<file path="config.mk">
export PLATFORM = sky130hd
export DESIGN_NAME = orion_ram_arbiter
export DESIGN_NICKNAME = d
export VERILOG_FILES = /design/src/rtl/orion_mem_pkg.sv /design/src/rtl/orion_arb_pick.sv /design/src/rtl/orion_ram_arbiter.sv
export SDC_FILE = /design/constraint.sdc
export NUM_CORES = 1
export LEC_CHECK = 0
export BUFFER_PORTS_ARGS = -buffer_cell sky130_fd_sc_hd__buf_2
export CORE_AREA = 2 2 110 69
export DETAILED_ROUTE_END_ITERATION = 8
export DIE_AREA = 0 0 112 71
export PLACE_DENSITY = 0.62
export SETUP_SLACK_MARGIN = 0.5
export SYNTH_ARGS = -nofsm -noshare
export SYNTH_HDL_FRONTEND = slang
export SYNTH_SLANG_ARGS = --single-unit
</file>
<file path="constraint.sdc">
create_clock -name i_clk -period 1.8 [get_ports i_clk]
set_input_delay 0.45 -clock i_clk [delete_from_list [all_inputs] [get_ports i_clk]]
set_output_delay 0.45 -clock i_clk [all_outputs]
set_load 0.05 [all_outputs]
</file>
<file path="src/rtl/orion_mem_pkg.sv">
// Shared types for the Orion memory subsystem: arbiter state, access owner,
// and the resolved RAM byte-address width also used by the memory-map logic.
package orion_mem_pkg;

   localparam int RAM_AW = 21;

   typedef enum logic [1:0] {
      IDLE,
      ACCESS,
      DONE
   } state_t;

   typedef enum logic {
      OWN_CPU,
      OWN_VID
   } owner_t;

endpackage

</file>
<file path="src/rtl/orion_arb_pick.sv">
// Priority pick between CPU and video: video wins unless the CPU has been
// passed over CPU_STARVE_MAX times in a row while pending.
module orion_arb_pick
   import orion_mem_pkg::*;
#(
   parameter int CPU_STARVE_MAX = 4,
   parameter int SCW            = $clog2(CPU_STARVE_MAX + 1)
) (
   input  logic           cpu_req,
   input  logic           vid_req,
   input  logic [SCW-1:0] starve_cnt,
   output logic           grant_valid,
   output owner_t         grant_owner
);

   localparam logic [SCW-1:0] STARVE_TOP = SCW'(CPU_STARVE_MAX);

   always_comb begin
      grant_valid = cpu_req | vid_req;
      grant_owner = OWN_CPU;
      if (vid_req && !(cpu_req && (starve_cnt == STARVE_TOP))) begin
         grant_owner = OWN_VID;
      end
   end

endmodule

</file>
<file path="src/rtl/orion_ram_arbiter.sv">
// Single-port system RAM arbiter: CPU and video refresh share one byte-wide RAM
// through a fixed-length IDLE -> ACCESS -> DONE sequence.
//
// state  | meaning
// IDLE   | strobes inactive, sample requests and grant one owner
// ACCESS | address/data/strobes held for SRAM_WAIT cycles, read data captured on the last
// DONE   | owner's ack high for one cycle, requests ignored
module orion_ram_arbiter
   import orion_mem_pkg::*;
#(
   parameter int SRAM_WAIT      = 1,
   parameter int CPU_STARVE_MAX = 4,
   parameter int AW             = RAM_AW
) (
   input  logic          i_clk,
   input  logic          reset_n,
   input  logic          i_cpu_req,
   input  logic          i_cpu_we,
   input  logic [AW-1:0] i_cpu_addr,
   input  logic [7:0]    i_cpu_wdata,
   output logic [7:0]    o_cpu_rdata,
   output logic          o_cpu_ack,
   output logic          o_cpu_wait_n,
   input  logic          i_vid_req,
   input  logic [AW-1:0] i_vid_addr,
   output logic [7:0]    o_vid_rdata,
   output logic          o_vid_ack,
   output logic [AW-1:0] o_ram_addr,
   output logic [7:0]    o_ram_wdata,
   input  logic [7:0]    i_ram_rdata,
   output logic          o_ram_ce_n,
   output logic          o_ram_oe_n,
   output logic          o_ram_we_n
);

   localparam int             SCW        = $clog2(CPU_STARVE_MAX + 1);
   localparam logic [SCW-1:0] STARVE_TOP = SCW'(CPU_STARVE_MAX);
   localparam logic [2:0]     WAIT_LOAD  = 3'(SRAM_WAIT - 1);

   state_t         state;
   owner_t         owner;
   logic [2:0]     wait_cnt;
   logic [SCW-1:0] starve_cnt;
   logic           grant_valid;
   owner_t         grant_owner;

   orion_arb_pick #(
      .CPU_STARVE_MAX (CPU_STARVE_MAX),
      .SCW            (SCW)
   ) u_pick (
      .cpu_req     (i_cpu_req),
      .vid_req     (i_vid_req),
      .starve_cnt  (starve_cnt),
      .grant_valid (grant_valid),
      .grant_owner (grant_owner)
   );

   // The only combinational output: the CPU must stall from the very cycle it requests.
   assign o_cpu_wait_n = ~(i_cpu_req & ~o_cpu_ack);

   always_ff @(posedge i_clk) begin
      if (!reset_n) begin
         state       <= IDLE;
         owner       <= OWN_CPU;
         wait_cnt    <= '0;
         starve_cnt  <= '0;
         o_ram_addr  <= '0;
         o_ram_wdata <= '0;
         o_ram_ce_n  <= 1'b1;
         o_ram_oe_n  <= 1'b1;
         o_ram_we_n  <= 1'b1;
         o_cpu_rdata <= '0;
         o_vid_rdata <= '0;
         o_cpu_ack   <= 1'b0;
         o_vid_ack   <= 1'b0;
      end else begin
         o_cpu_ack <= 1'b0;
         o_vid_ack <= 1'b0;
         case (state)
            IDLE: begin
               if (!i_cpu_req) begin
                  starve_cnt <= '0;
               end
               if (grant_valid) begin
                  owner      <= grant_owner;
                  wait_cnt   <= WAIT_LOAD;
                  o_ram_ce_n <= 1'b0;
                  state      <= ACCESS;
                  if (grant_owner == OWN_VID) begin
                     o_ram_addr <= i_vid_addr;
                     o_ram_oe_n <= 1'b0;
                     if (i_cpu_req && (starve_cnt != STARVE_TOP)) begin
                        starve_cnt <= starve_cnt + 1'b1;
                     end
                  end else begin
                     o_ram_addr  <= i_cpu_addr;
                     o_ram_wdata <= i_cpu_wdata;
                     o_ram_oe_n  <= i_cpu_we;
                     o_ram_we_n  <= ~i_cpu_we;
                     starve_cnt  <= '0;
                  end
               end
            end
            ACCESS: begin
               if (wait_cnt == 3'd0) begin
                  if (owner == OWN_VID) begin
                     o_vid_rdata <= i_ram_rdata;
                     o_vid_ack   <= 1'b1;
                  end else begin
                     o_cpu_rdata <= i_ram_rdata;
                     o_cpu_ack   <= 1'b1;
                  end
                  o_ram_ce_n <= 1'b1;
                  o_ram_oe_n <= 1'b1;
                  o_ram_we_n <= 1'b1;
                  state      <= DONE;
               end else begin
                  wait_cnt <= wait_cnt - 1'b1;
               end
            end
            DONE: begin
               state <= IDLE;
            end
            default: begin
               state <= IDLE;
            end
         endcase
      end
   end

endmodule

</file>
==> out/qor.yml, run 1 <==
rr_startpoint: "wait_cnt[0]"
cts_buffer_depth: 2
num_io_pins: 114
cts_max_level: 3
fin_crit_sh_pct: 80.39
synthArstFlopShare_pct: 0
place_ws_ns: 0.1341
r2r_end: "o_vid_rdata[0]"
portBuffers: 113
drc_errors: 0
grt-busiest-layer: "met2"
crit_path_start: "wait_cnt[0]"
grt_pass1_wl_um: 10550
vdd_ir_drop_max_uv: 519.4
synth_top_area_cell: "dfxtp_1"
synth_edf_count: 0
numCtsBuffers: 9
fmax_ghz: 0.6911
critPathKind: "flop to flop"
hold_violations: 0
crit_end: "o_vid_rdata[0]"
grt_util_met1_pct: 21.91
drt_iter0_markers: 88
antenna_found_initial: 0
p_per_area_nw_per_um2: 1106
yosys_warnings: 0
design.core.area_sq_um: 7027
grt_pass1_vias: 2223
path_max_fanout: 9
dpl.cell_count: 450
crit_path_cell_trace: "inv_2 > ha_4 > and4bb_4 > buf_4 > buf_6 > nand2_2 > nand2_1 > a21oi_1"
holdBufCountCts: 0
diodes: 0
timing.critical_path.buf_inv: 3
first_pass_iters: 4
yosysSeqAreaShare_pct: 50.00
hpwl_um: 4231
crit_family: "simple AND/OR/NAND/NOR gates"
syn_to_final_growth_pct: 80.46
syn-num-nets: 319
start_kind: "flop"
critPathCaptureType: "flop"
grt.total_usage_pct: 16.56
reg2reg_depth: 8
whs_ns: 0.3662
min_path_cells: 3
wl_per_cell_um: 14.28
syn_area_sq_um: 2362
finalSetupTns_ns: 0
timing.final.ws_setup_ns: 0.3531
synthCells: 252
grt_use_met2_pct: 25.72
final.fill_count: 580
drive_above_1_share_pct: 59.35
synth_top_area_share_pct: 50.00
drtAntennaViolNets: 0
clkLatencyLatePin_ns: 0.32
setup_viol: 0
netlist_top_cells_area: "dfxtp_1 (50%), mux2i_1 (16%), nand2_1 (5.9%)"
cpPeakStageDelay_ns: 0.33
gp_congestion: 0.7409
worst_pin_slew_ns: 0.4970
grt_setup_unrepaired: "true"
cts.sinks: 59
crit_arrival_ns: 1.69
finalNetCount: 463
grt_start_max_net_pins: 24
crit_slowest_cell: "dfxtp_2"
tritoncts: "done"
hold_class: "input pin to flop"
drv_slew: 0
die_area_sq_um: 7952
finalCriticalPeriod_ns: 1.447
final-instance-count-excl-fill: 492
rows: 24
start_util_pct: 33.62
worstPathRequired_ns: 2.04
clk_pin_slew_ns: 0.05
die_h_um: 71
ys.flop_type: "dfxtp_1"
synth_seq_cells: 59
num_vias: 2289
p_leak_nw: 1.889
dieWidth_um: 112
via_per_inst: 4.652
finClkSkew_ns: 0.004383
use_met3_pct: 6.769
wl_um: 7024
crit_cells: 8
outcome: "completed"
cap_violations: 0
slew_headroom_pct: 66.82
root_buffer: "clkbuf_16"
reg2reg_slack_ns: 0.35
overflow: 0
ys_types: 32
avgSynthCellArea_sq_um: 9.374
==> per-layer routing <==
layer,share of wire [%],up-vias
met3,6.3,6
met2,44,70
li1,-,1153
met5,0,-
met4,0.56,0
met1,49,1060
==> logic make-up (layout without fill, tap and decap cells) <==
| family | Yosys count | count (layout) | synth area share, % |
|---|---|---|---|
| adders and majority gates | 4 | 4 | 2.119 |
| and+or+nand+nor | 86 | 86 | 16.37 |
| AOI/OAI and AO/OA | 44 | 44 | 10.75 |
| buffers and inverters | 19 | 168 | 3.707 |
| DFF | 59 | 59 | 50.00 |
| muxes | 40 | 40 | 17.05 |
==> sequential cells by signal, indices dropped and copies added, names as in the netlist <==
name / cells
o_cpu_ack: 1
o_cpu_rdata: 8
o_ram_addr: 21
o_ram_ce_n: 1
o_ram_oe_n: 1
o_ram_wdata: 8
o_ram_we_n: 1
o_vid_ack: 1
o_vid_rdata: 8
owner: 1
starve_cnt: 3
state: 2
wait_cnt: 3
==> where the power goes <==
group,switching (mW),internal (mW)
registers,0.0935,1.45
logic,0.720,0.588
clock network,0.584,1.28
total,1.40,3.32
==> repair_timing <==
item                                    CTS  global route
gates cloned                              2             4
pin swaps                                 6             8
endpoints found under the setup margin  104           101
setup buffers                            13             7
endpoints found under the hold margin     0             0
gates resized for setup                 121            69
==> cell type report <==
cell class | instances | area, sq um | area share (%)
repair buffers | 146 | 1321 | 31.00
clock inverters | 4 | 72.57 | 1.702
multi-input cells | 174 | 1231 | 28.88
clock buffers | 12 | 256.5 | 6.017
flip-flops and latches | 59 | 1241 | 29.12
inverters | 6 | 26.28 | 0.6164
well taps | 91 | 113.9 | 2.671
==> worst reg2reg max path, delay by kind of cell, from the launching register on <==
kind                     cells  cell delay (ns)
adder cells (fa/ha/maj)      1             0.15
flip-flops                   1             0.33
buffers and inverters        3             0.30
AND/OR/NAND/NOR              3             0.46
AO/OA/AOI/OAI                1             0.14
==> Yosys cell counts (2+ instances only) <==
| cell type | number |
|---|---|
| mux2i_1 | 38 |
| and2_1 | 3 |
| ha_1 | 4 |
| dfxtp_1 | 59 |
| nor2_1 | 22 |
| o21ai_0 | 23 |
| nand2b_1 | 3 |
| a21oi_1 | 12 |
| nor2b_1 | 2 |
| buf_4 | 2 |
| clkbuf_1 | 9 |
| nand3_1 | 11 |
| o22ai_1 | 3 |
| nand2_1 | 37 |
| inv_1 | 6 |
| mux2_2 | 2 |
==> placed cells by master (no fill, tap or decap), types with 2 or more instances in the layout <==
cell,Yosys,routed
a21oi_1,12,12
and2_1,3,2
buf_12,0,4
buf_2,1,62
buf_4,2,15
buf_6,1,56
buf_8,0,4
bufinv_16,0,2
clkbuf_16,0,13
clkbuf_8,0,2
clkinvlp_4,0,2
dfxtp_1,59,13
dfxtp_2,0,45
ha_1,4,2
ha_4,0,2
inv_2,0,4
mux2_4,0,2
mux2i_1,38,36
mux2i_2,0,2
nand2_1,37,35
nand2b_4,0,2
nand3_1,11,11
nor2_1,22,19
nor2_2,0,3
o21ai_1,0,22
o22ai_2,0,3
or2_4,0,2
==> per-stage QoR <==
step	utilization (%)	total power, mW	area (sq um)
finish	60.67	4.715	4263
global route	60.67	4.901	4263
CTS	56.30	4.587	3956
detailed placement	44.53	2.468	3129
global placement	44.53	2.453	3129
floorplan	-	2.197	2426
==> how the worst min path moves through the flow <==
stage                    from             end  slack (ns)
2_1_floorplan   starve_cnt[1]   starve_cnt[1]        0.45
3_3_place_gp   o_ram_addr[14]  o_ram_addr[14]        0.43
3_5_place_dp   o_ram_addr[16]  o_ram_addr[16]        0.44
4_1_cts        i_cpu_wdata[2]  o_ram_wdata[2]        0.35
5_1_grt        i_cpu_wdata[3]  o_ram_wdata[3]        0.37
6_report       i_cpu_wdata[3]  o_ram_wdata[3]        0.37
(Power assumes the default switching activity.)
==> run 2: changes to the inputs <==
--- a/config.mk
+++ b/config.mk
@@ -9,7 +9,7 @@
 export CORE_AREA = 2 2 110 69
 export DETAILED_ROUTE_END_ITERATION = 8
 export DIE_AREA = 0 0 112 71
-export PLACE_DENSITY = 0.62
+export PLACE_DENSITY = 0.65
 export SETUP_SLACK_MARGIN = 0.5
 export SYNTH_ARGS = -nofsm -noshare
 export SYNTH_HDL_FRONTEND = slang
==> constraint.sdc (replaced) <==
create_clock -name i_clk -period 1.31 [get_ports i_clk]
set_input_delay 0.3275 -clock i_clk [delete_from_list [all_inputs] [get_ports i_clk]]
set_output_delay 0.3275 -clock i_clk [all_outputs]
set_load 0.05 [all_outputs]
==> run 2 against run 1 <==
The run now ends with negative setup slack left. Sequential share of layout area shrank 2.4 points. Hold slack lost 0.13 ns. Sequential power grew 38%. Cell count grew 4.1%. Die area is the same. Wire length grew 9.3%. First-iteration DRC count shrank 15%. Total power grew 41%. Fmax shrank 3.8%. Critical endpoint is now o_cpu_rdata[5].
==> out/qor.yml, run 2 (synthesis results as in run 1) <==
diodes: 0  # unchanged
grt.total_usage_pct: 18.93  # +2.4 points
drc_errors: 0  # unchanged
worstPathRequired_ns: 1.53  # -0.51 ns
p_total_mw: 6.625  # +41%
rows: 24  # unchanged
drv_slew: 0  # unchanged
layout_commonest_cell: "buf_2"
clkLatencyLatePin_ns: 0.33  # about the same
r2r_end: "o_cpu_rdata[5]"
fmax_ghz: 0.6647  # -3.8%
via_per_inst: 4.734  # +1.8%
cts_buffer_depth: 2  # unchanged
syn_to_final_growth_pct: 99.21
reg2reg_depth: 7  # -1
grt_start_max_net_pins: 24  # unchanged
design.core.area_sq_um: 7027  # unchanged
dieWidth_um: 112  # unchanged
crit_end: "o_cpu_rdata[5]"
gp_congestion: 0.7326  # -1.1%
worst_pin_slew_ns: 0.3106  # -0.1863 ns
antenna_found_initial: 0  # unchanged
p_per_area_nw_per_um2: 1408  # +27%
tritoncts: "done"
start_util_pct: 33.62  # unchanged
cts_max_level: 3  # unchanged
numCtsBuffers: 9  # unchanged
setup_viol: 53  # +53
largest_reg_flops: 21  # unchanged
num_io_pins: 114  # unchanged
grt_setup_unrepaired: "true"
fin_crit_sh_pct: 114.8  # +34 points
vdd_ir_drop_max_uv: 687.9  # +32%
first_pass_iters: 4  # unchanged
holdBufCountCts: 0  # unchanged
outcome: "complete, but fails checks"
reg2reg_slack_ns: -0.19  # -0.55 ns
wl_um: 7675  # +9.3%
final_cell_mix: "buf_2 (62), dfxtp_2 (53), buf_8 (51), buf_4 (35), mux2i_1 (33)"
violations: "negative setup slack"
finalNetCount: 483  # +4.3%
grt_pass1_vias: 2394  # +7.7%
drive_above_1_share_pct: 69.83  # +10 points
clk_pin_slew_ns: 0.06  # about the same
path_max_fanout: 5  # -4
wl_per_cell_um: 14.99  # +5.0%
crit_arrival_ns: 1.72  # +0.03 ns
whs_ns: 0.2404  # -0.1257 ns
overflow: 0  # unchanged
hpwl_um: 4666  # +10%
finalCriticalPeriod_ns: 1.504  # +0.05741 ns
drt_iter0_markers: 75  # -15%
rr_startpoint: "wait_cnt[1]"
die_area_sq_um: 7952  # unchanged
place_ws_ns: -0.1888  # -0.3230 ns
num_vias: 2424  # +5.9%
finClkSkew_ns: 0.01027  # +0.005891 ns
slew_headroom_pct: 79.27  # +12 points
hold_class: "input pin to flop"
cts.sinks: 59  # unchanged
drtAntennaViolNets: 0  # unchanged
p_leak_nw: 2.026  # +7.2%
root_buffer: "clkbuf_16"
critPathCaptureType: "flop"
critPathKind: "flop to flop"
die_h_um: 71  # unchanged
hold_violations: 0  # unchanged
portBuffers: 113  # unchanged
finalSetupTns_ns: -6.154  # -6.154 ns
crit_path_start: "wait_cnt[1]"
grt_pass1_wl_um: 11730  # +11%
start_kind: "flop"
cap_violations: 0  # unchanged
timing.final.ws_setup_ns: -0.1944  # -0.5474 ns
regMostFlops: "o_ram_addr"
-- run 2: area by class of cell --
type / instances / area, sq um
clock buffer: 12 / 256.5
clock inverter: 4 / 50.05
fill: 520 / 2321
inverter: 6 / 22.52
multi-input combinational: 175 / 1386
sequential: 59 / 1259
tap: 91 / 113.9
timing repair buffer: 165 / 1618
-- run 2: worst max-delay path, cell delays in order (launching register included) --
cell and delay [ns]:
dfxtp_2 0.31, inv_2 0.08, ha_4 0.14, and4bb_2 0.26, nor2b_4 0.19, buf_6 0.15, mux2i_2 0.22, nor2_1 0.06
-- run 2: worst min path at each step --
| stage | from | endpoint | slack [ns] | cells past startpoint |
|---|---|---|---|---|
| 5_1_grt | i_cpu_wdata[5] | o_ram_wdata[5] | 0.26 | 3 |
| 3_5_place_dp | o_ram_addr[1] | o_ram_addr[1] | 0.43 | 2 |
| 2_1_floorplan | reset_n | o_ram_oe_n | 0.41 | 1 |
| 6_report | i_cpu_wdata[2] | o_ram_wdata[2] | 0.24 | 3 |
| 3_3_place_gp | o_ram_addr[0] | o_ram_addr[0] | 0.43 | 2 |
| 4_1_cts | i_cpu_wdata[6] | o_ram_wdata[6] | 0.23 | 3 |
-- run 2: layer usage --
metal / global-route usage, % / wire length, um / vias to the layer above
met1: 24.60 / 3477 / 1143
li1: - / - / 1195
met2: 30.24 / 3664 / 78
met3: 5.827 / 424 / 8
met4: 6.640 / 108 / 0
met5: 0 / 0 / -
-- run 2: repair_timing --
action	4_1_cts	5_1_grt
hold endpoints to repair	0	0
gates resized for setup	177	30
setup endpoints to repair	110	110
pin swaps	12	18
setup buffers	8	13
gates cloned	2	1
-- run 2: metrics by stage --
stage / cells / area [sq um] / utilization (%)
final: 512 / 4706 / 66.97
after global routing: 512 / 4706 / 66.97
after CTS: 498 / 4461 / 63.48
after detailed placement: 472 / 3443 / 49.00
after global placement: 472 / 3443 / 49.00
after floorplan: 252 / 2582 / -
-- run 2: report_power, final --
group	leakage, nW	internal (mW)	switching (mW)
Sequential	0.505	1.99	0.142
Combinational	1.38	1.00	1.09
Clock	0.145	1.57	0.823
Total	2.03	4.57	2.06
